==> src/rtl/alu_op_sequencer.sv <==
// alu_op_sequencer
// Multi-cycle controller for an external combinational ALU. One register-to-
// register command is accepted in WAIT, then the block walks through
// RD_A -> RD_B -> EXEC -> WB, reading operands from an 8x16 register file,
// presenting them to the ALU, capturing result/Z and writing back.
module alu_op_sequencer #(
    parameter int NREGS = 8
) (
    input  logic        clk,
    input  logic        reset,
    input  logic        s,
    input  logic [2:0]  cmd,
    input  logic [2:0]  rd,
    input  logic [2:0]  rn,
    input  logic [2:0]  rm,
    input  logic [7:0]  imm8,
    output logic        w,
    output logic [15:0] alu_a,
    output logic [15:0] alu_b,
    output logic [1:0]  alu_op,
    input  logic [15:0] alu_out,
    input  logic        alu_z,
    output logic        z_flag,
    input  logic [2:0]  rdaddr,
    output logic [15:0] rddata
);

    typedef enum logic [2:0] {
        ST_WAIT = 3'd0,
        ST_RD_A = 3'd1,
        ST_RD_B = 3'd2,
        ST_EXEC = 3'd3,
        ST_WB   = 3'd4
    } state_t;

    localparam logic [2:0] CMD_ADD  = 3'b000;
    localparam logic [2:0] CMD_SUB  = 3'b001;
    localparam logic [2:0] CMD_AND  = 3'b010;
    localparam logic [2:0] CMD_MVN  = 3'b011;
    localparam logic [2:0] CMD_CMP  = 3'b100;
    localparam logic [2:0] CMD_MOVI = 3'b101;
    localparam logic [2:0] CMD_MOV  = 3'b110;
    localparam logic [2:0] CMD_NOP  = 3'b111;

    localparam logic [1:0] OP_ADD  = 2'b00;
    localparam logic [1:0] OP_SUB  = 2'b01;
    localparam logic [1:0] OP_AND  = 2'b10;
    localparam logic [1:0] OP_NOTB = 2'b11;

    state_t      state_r;
    state_t      state_n_s;
    logic        w_r;
    logic [2:0]  cmd_r;
    logic [2:0]  rd_r;
    logic [2:0]  rn_r;
    logic [2:0]  rm_r;
    logic [7:0]  imm_r;
    logic [15:0] a_r;
    logic [15:0] b_r;
    logic [15:0] c_r;
    logic [1:0]  op_r;
    logic        z_r;
    logic [15:0] regs_r [NREGS];
    logic [15:0] imm_sext_s;
    logic        accept_s;

    // ALU opcode for a command; MOV is add-with-zero, MOVI/NOP are don't-care adds
    function automatic logic [1:0] decode_op(input logic [2:0] c);
        logic [1:0] op;
        case (c)
            CMD_ADD: op = OP_ADD;
            CMD_SUB: op = OP_SUB;
            CMD_CMP: op = OP_SUB;
            CMD_AND: op = OP_AND;
            CMD_MVN: op = OP_NOTB;
            CMD_MOV: op = OP_ADD;
            default: op = OP_ADD;
        endcase
        return op;
    endfunction

    // Commands whose ALU result is written back to R[rd]
    function automatic logic writes_result(input logic [2:0] c);
        logic wr;
        case (c)
            CMD_ADD, CMD_SUB, CMD_AND, CMD_MVN, CMD_MOV: wr = 1'b1;
            default: wr = 1'b0;
        endcase
        return wr;
    endfunction

    // Commands that update the Z status flag
    function automatic logic updates_z(input logic [2:0] c);
        logic uz;
        case (c)
            CMD_ADD, CMD_SUB, CMD_AND, CMD_MVN, CMD_CMP: uz = 1'b1;
            default: uz = 1'b0;
        endcase
        return uz;
    endfunction

    assign accept_s   = (state_r == ST_WAIT) && s;
    assign imm_sext_s = {{8{imm_r[7]}}, imm_r};

    assign w      = w_r;
    assign alu_a  = a_r;
    assign alu_b  = b_r;
    assign alu_op = op_r;
    assign z_flag = z_r;
    assign rddata = regs_r[rdaddr];

    // Next-state logic: fixed one-cycle-per-state walk once a command is accepted
    always_comb begin
        state_n_s = state_r;
        case (state_r)
            ST_WAIT: begin
                if (s) begin
                    state_n_s = ST_RD_A;
                end else begin
                    state_n_s = ST_WAIT;
                end
            end
            ST_RD_A: state_n_s = ST_RD_B;
            ST_RD_B: state_n_s = ST_EXEC;
            ST_EXEC: state_n_s = ST_WB;
            ST_WB:   state_n_s = ST_WAIT;
            default: state_n_s = ST_WAIT;
        endcase
    end

    // State register and registered ready flag (high exactly while in WAIT)
    always_ff @(posedge clk or posedge reset) begin
        if (reset) begin
            state_r <= ST_WAIT;
            w_r     <= 1'b1;
        end else begin
            state_r <= state_n_s;
            w_r     <= (state_n_s == ST_WAIT);
        end
    end

    // Command latch: fields are captured only when a command is accepted
    always_ff @(posedge clk or posedge reset) begin
        if (reset) begin
            cmd_r <= CMD_NOP;
            rd_r  <= 3'd0;
            rn_r  <= 3'd0;
            rm_r  <= 3'd0;
            imm_r <= 8'd0;
        end else if (accept_s) begin
            cmd_r <= cmd;
            rd_r  <= rd;
            rn_r  <= rn;
            rm_r  <= rm;
            imm_r <= imm8;
        end else begin
            cmd_r <= cmd_r;
            rd_r  <= rd_r;
            rn_r  <= rn_r;
            rm_r  <= rm_r;
            imm_r <= imm_r;
        end
    end

    // Operand/result datapath: A in RD_A, B and ALU op in RD_B, C and Z in EXEC
    always_ff @(posedge clk or posedge reset) begin
        if (reset) begin
            a_r  <= 16'd0;
            b_r  <= 16'd0;
            c_r  <= 16'd0;
            op_r <= OP_ADD;
            z_r  <= 1'b0;
        end else begin
            case (state_r)
                ST_RD_A: begin
                    // MOV is performed as 0 + R[rm]
                    if (cmd_r == CMD_MOV) begin
                        a_r <= 16'd0;
                    end else begin
                        a_r <= regs_r[rn_r];
                    end
                end
                ST_RD_B: begin
                    b_r  <= regs_r[rm_r];
                    op_r <= decode_op(cmd_r);
                end
                ST_EXEC: begin
                    c_r <= alu_out;
                    if (updates_z(cmd_r)) begin
                        z_r <= alu_z;
                    end else begin
                        z_r <= z_r;
                    end
                end
                default: begin
                    a_r <= a_r;
                end
            endcase
        end
    end

    // Register file write-back in WB; reset clears every entry
    always_ff @(posedge clk or posedge reset) begin
        if (reset) begin
            for (int i = 0; i < NREGS; i++) begin
                regs_r[i] <= 16'd0;
            end
        end else if (state_r == ST_WB) begin
            if (writes_result(cmd_r)) begin
                regs_r[rd_r] <= c_r;
            end else if (cmd_r == CMD_MOVI) begin
                regs_r[rd_r] <= imm_sext_s;
            end else begin
                regs_r[rd_r] <= regs_r[rd_r];
            end
        end else begin
            regs_r[rd_r] <= regs_r[rd_r];
        end
    end

endmodule

==> config.mk <==
export PLATFORM = sky130hd
export DESIGN_NAME = alu_op_sequencer
export DESIGN_NICKNAME = d
export VERILOG_FILES = /design/src/rtl/alu_op_sequencer.sv
export SDC_FILE = /design/constraint.sdc
export NUM_CORES = 1
export LEC_CHECK = 0
export ABC_AREA = 1
export CORE_UTILIZATION = 55
export CTS_CLUSTER_DIAMETER = 50
export DETAILED_ROUTE_END_ITERATION = 8
export GPL_TIMING_DRIVEN = 0
export HOLD_SLACK_MARGIN = 0.1
export PLACE_DENSITY = 0.75
export SLEW_MARGIN = 10
export SYNTH_ARGS = -nofsm -noshare
export SYNTH_HDL_FRONTEND = slang
export SYNTH_SLANG_ARGS = --single-unit
==> constraint.sdc <==
create_clock -name clk -period 8.2 [get_ports clk]
set_input_delay 1.64 -clock clk [delete_from_list [all_inputs] [get_ports clk]]
set_output_delay 1.64 -clock clk [all_outputs]
set_load 0.005 [all_outputs]
=== After elaboration in Yosys (flattened, before gate mapping) ===
Index checks and enable logic that the tools add are counted.

* Output and inout port bits: 52
* Flip-flop bits (word level): 203
* Logic and storage cells: 76

* Reductions and logical operators: 9
* Multiplexer cells: 28
* Bitwise operators: 4
* Eq/ne operators: 10
* Magnitude comparators: 5

{| class="wikitable"
|+ Operator list
! operator !! count
|-
| 128-bit bitwise mux || 3
|-
| 128-bit two-way mux || 3
|-
| 16-bit binary-select mux with 3-bit select || 4
|-
| 16-bit two-way mux || 10
|-
| 16-bit demux with 3-bit select || 1
|-
| 4-bit greater-or-equal comparator, second input constant || 4
|-
| 3-bit NOT with 4-bit output || 4
|-
| 3-bit by 2-bit == test with 1-bit output, second input constant || 4
|-
| 3-bit == test, second input constant || 4
|-
| 3-bit one-hot mux with 4 select lines || 1
|-
| 5-bit OR reduction || 2
|-
| 3-bit zero test || 3
|-
| 3-bit by 1-bit == test with 1-bit output, second input constant || 2
|-
| 2-bit one-hot mux with 3 select lines || 1
|-
| 1-bit two-way mux || 5
|-
| 4-bit by 1-bit less-than comparator with 1-bit output, second input constant || 1
|-
| 1-bit logical AND || 2
|-
| 2-bit AND reduction || 1
|-
| 2-bit OR reduction || 1
|}

=== Logic depth before layout (Yosys ltp) ===
* Depth after elaboration: 9
* Gate-level depth with buffers: 10
* Mapped depth without buffers: 8

=== Worst setup path after synthesis ===
No wires, ideal clock.

* Path type: input-to-output
* Start point: input port rdaddr[0]
* End point: output port rddata[13]
* Path slack: 4.122 ns
* Data arrival time: 2.438 ns
* Buffers on the path: 2
* Required time: 6.560 ns
* Stages on the path: 6
* Cell sequence: buf_2 -> buf_1 -> a21oi_1 -> o21ai_0 -> nand2_1 -> nand2_1

* Longest elaborated chain between the ends: 4

{| class="wikitable"
|+ Ends and longest elaborated chain
! what !! line !! text
|-
| start, declared || 24 || <nowiki>input logic [2:0] rdaddr,</nowiki>
|-
| 3-bit NOT with 4-bit output (not written as such) || 110 || <nowiki>assign rddata = regs_r[rdaddr];</nowiki>
|-
| 16-bit binary-select mux with 3-bit select || 110 ||
|-
| 16-bit two-way mux (not written as such) (2 in a row) || 110 ||
|-
| end, declared || 25 || <nowiki>output logic [15:0] rddata</nowiki>
|}

No other way between the ends. The select of a mux whose other input is x is not followed.

=== Worst setup path in the final report ===
* Start point: input port rdaddr[0]
* End point: output port rddata[4]

The elaborated chain is that of the path after synthesis.

==> results.md <==
* Drt pass-1 iters at 6
* Die height at 161 um
* Sequential Power Share at 0.245
* Final Critical Period at 5.49 ns
* Area share of the largest cell type after synthesis at 0.356
* Bufs on Longest Clock Path at 3
* Synth Area per Inst at 6.23 um2
* Mapped Cells at 2,245
* Yosys reg bits at 203
* Core area at 0.0246 mm2
* Num ports at 95
* Logic pwr share at 0.593
* Cell mode on critical path: nand2_1
* Worst-skew pair later-pin latency at 0.54 ns
* Top_reg_cell synth: dfrtp_1
* Post-synth EDFFs at 0
* Num CTS Buffers at 25
* Gr usage total at 0.446
* Setup bufs post-CTS at 0
* IO Port Bufs at 91
* Clock sink count at 203
* Cell breakdown of the critical path: buf_2 > buf_1 > a21oi_1 > o21ai_0 > nand2_1 > nand2_1 > clkdlybuf4s50_1
* Ant diodes at 0
* Iter 0 DRT Violations at 2,557
* Routability Congestion at 1.04
* Layout area overhead at 15.6%
* Post-Synthesis Net Count at 2,288
* CP max FO at 10
* Worst path required time at 6.56 ns
* Post_cts resized at 0
* Initial antenna violation count at 0
* Max Cap Viol at 0
* Final #Nets at 2,407
* Slew headroom at 0.441
* Multi-input logic area at 0.00742 mm2
* Antenna viol nets, final at 0
* Number of cell rows at 57
* Register area at 0.00508 mm2
* Leakage power at 8.38 nW
* FF-to-FF path depth at 8
* Worst reg2reg path startpoint: cmd_r[2]
* Fin util at 0.657
* Clock transition at the registers of the reported paths at 0.06 ns
* CTS Hold Bufs at 0
* Initial Utilization at 0.568
* Worst path top cell family by delay: buffers and inverters
* Die X at 161 um
* Final hold vios at 0
* Unique masters post-synth at 27
* WS Path Type: input port to primary output
* Crit. Startpoint: rdaddr[0]
* Worst path depth at 7
* Maximum VDD drop at 0.329 mV
* Layout fillers at 2,223
* Count leader, synth: nand2_1
* First-pass GRT wire length at 87.7 mm
* Worst Setup EP: rddata[4]
* Setup_tns at 0 ns
* Psw at 0.00366 W
* Vias at 16,500
* Post-Route Skew at 0.0216 ns
* PwrDens at 430 mW/mm2
* Vias per cell at 6.08
* Worst slew pin tran at 0.838 ns
* Gr ovfl total at 0
* DRC at 0
* RSZ-0062 raised after global routing: false
* Most area-consuming cells after synthesis: dfrtp_1 36%, nand2_1 27%, nand3_1 14%
* Ys Warns at 0
* Post-route cell area at 0.0162 mm2
* Clock power frac at 0.162
* CTS tree: built
* R2R setup slack at 5.98 ns
* Synth cell count leaders: 1,000 x nand2_1, 379 x nand3_1, 199 x dfrtp_1
* Sw Ratio at 0.528
* Placed cell areas at 0.0153 mm2
* WL/cell at 21.4 um
* H-tree depth at 1
* DRT Wirelength at 58.0 mm
* Arr. time, crit path at 3.85 ns
* Slew Limit Fails at 0
* Final Cycle Share at 0.670
* CP max stage delay at 0.64 ns
* CP max-delay cell: buf_1
* Detailed-placement wirelength estimate at 43.6 mm
* P_int at 0.00328 W
* Crit path buf inv count at 3
* Min-Delay Path Class: register to register
* Share of layout cells above drive strength 1 at 0.0768
* Seq/Total Area, Yosys at 0.364
* Startpoint Class: input port
* Achievable frequency at 0.182 GHz
* Outcome: finished, final reports clean
* Root buf cell: clkbuf_16
* Async SR Flop Fraction at 1.00
* RR Endpoint: regs_r[68]
* Synthesized area at 0.0140 mm2
* CP Capture Type: primary output
* Vias in the first global route at 14,800
* Die area at 0.0261 mm2
* # setup viols final at 0
* Synth area leader: dfrtp_1
* Largest net degree at the start of global routing at 119
-- worst min-delay path: cells and delay by family (launching register included) --
family,cells,cell delay [ns]
AND/OR/NAND/NOR,2,0.10
flip-flops,1,0.34
-- power groups by stage --
stage                     Sequential [W]  Combinational, W  Clock (W)
after global placement           0.00167           0.00382          0
final                            0.00170           0.00412    0.00113
after detailed placement         0.00169           0.00390          0
after floorplan                  0.00161           0.00256          0
after global routing             0.00173           0.00443    0.00116
after CTS                        0.00168           0.00394    0.00112
-- area by class of cell --
class / instances / share of cell area
clock inverter: 12 / 0.00898
tap: 324 / 0.0251
buffer: 170 / 0.0519
clock buffer: 33 / 0.0424
sequential: 203 / 0.315
multi-input combinational: 1705 / 0.459
inverter: 167 / 0.0396
timing repair buffer: 92 / 0.0581
-- per-stage QoR --
stage	cells	hold slack, ns	worst slack [ns]	power (W)
detailed placement	2661	0.465	2.93	0.00559
global placement	2660	0.462	-1.48	0.00549
CTS	2706	0.482	2.92	0.00674
global route	2706	0.493	2.72	0.00732
finish	2706	0.481	2.71	0.00694
floorplan	2245	0.446	1.03	0.00417
-- cells by family (layout without fill, tap and decap cells) --
| group | Yosys count | after routing | synth area share |
|---|---|---|---|
| AND/OR/NAND/NOR | 1489 | 1489 | 0.453 |
| AO/OA/AOI/OAI | 216 | 216 | 0.0777 |
| buffers and inverters | 337 | 474 | 0.105 |
| flip-flops | 203 | 203 | 0.364 |
-- how the worst min path moves through the flow --
| stage | from | end | slack (ns) | cells after the start |
|---|---|---|---|---|
| 2_1_floorplan | regs_r[45] | regs_r[45] | 0.45 | 2 |
| 3_3_place_gp | alu_b[9] | alu_b[9] | 0.46 | 2 |
| 3_5_place_dp | c_r[15] | c_r[15] | 0.47 | 2 |
| 4_1_cts | c_r[15] | c_r[15] | 0.48 | 2 |
| 5_1_grt | c_r[8] | c_r[8] | 0.49 | 2 |
| 6_report | alu_a[13] | alu_a[13] | 0.48 | 2 |
-- cell usage in the layout, fill, tap and decap left out --
master              n
clkinv_2            3
a21oi_1            76
nor3_4              1
clkbuf_8            3
nor2_2              5
nand2_2            11
nand2_1          1000
inv_6               4
buf_6               9
buf_1              21
inv_2              15
nand3_1           379
dfrtp_1           199
inv_1             146
clkinv_8            1
clkbuf_1           69
buf_16              1
o31ai_1             1
o21ai_1            38
dfstp_2             4
nor2_8              2
clkinvlp_4          1
nor2_4             12
inv_8               2
nand3_2             2
inv_4               2
clkbuf_16          25
nand2_4             2
nor2_1             46
buf_2              61
o21ai_0           100
clkdlybuf4s50_1    91
o211ai_1            1
clkinv_1            3
buf_4              15
nand4_1            29
bufinv_16           2
-- flip-flops by register name, summed over array words and instances, names as in the netlist --
name and flops:
imm_r 8, rm_r 3, z_flag 1, w 1
alu_b 16, state_r 3, rn_r 3, alu_op 2
cmd_r 3, rd_r 3, c_r 16, regs_r 128
alu_a 16
-- layer usage --
layer | share of wire | global-route usage
met5 | 0 | 0
met4 | 0.037 | 0.150
met1 | 0.40 | 0.634
met3 | 0.15 | 0.127
met2 | 0.41 | 0.650
(Power assumes the default switching activity.)
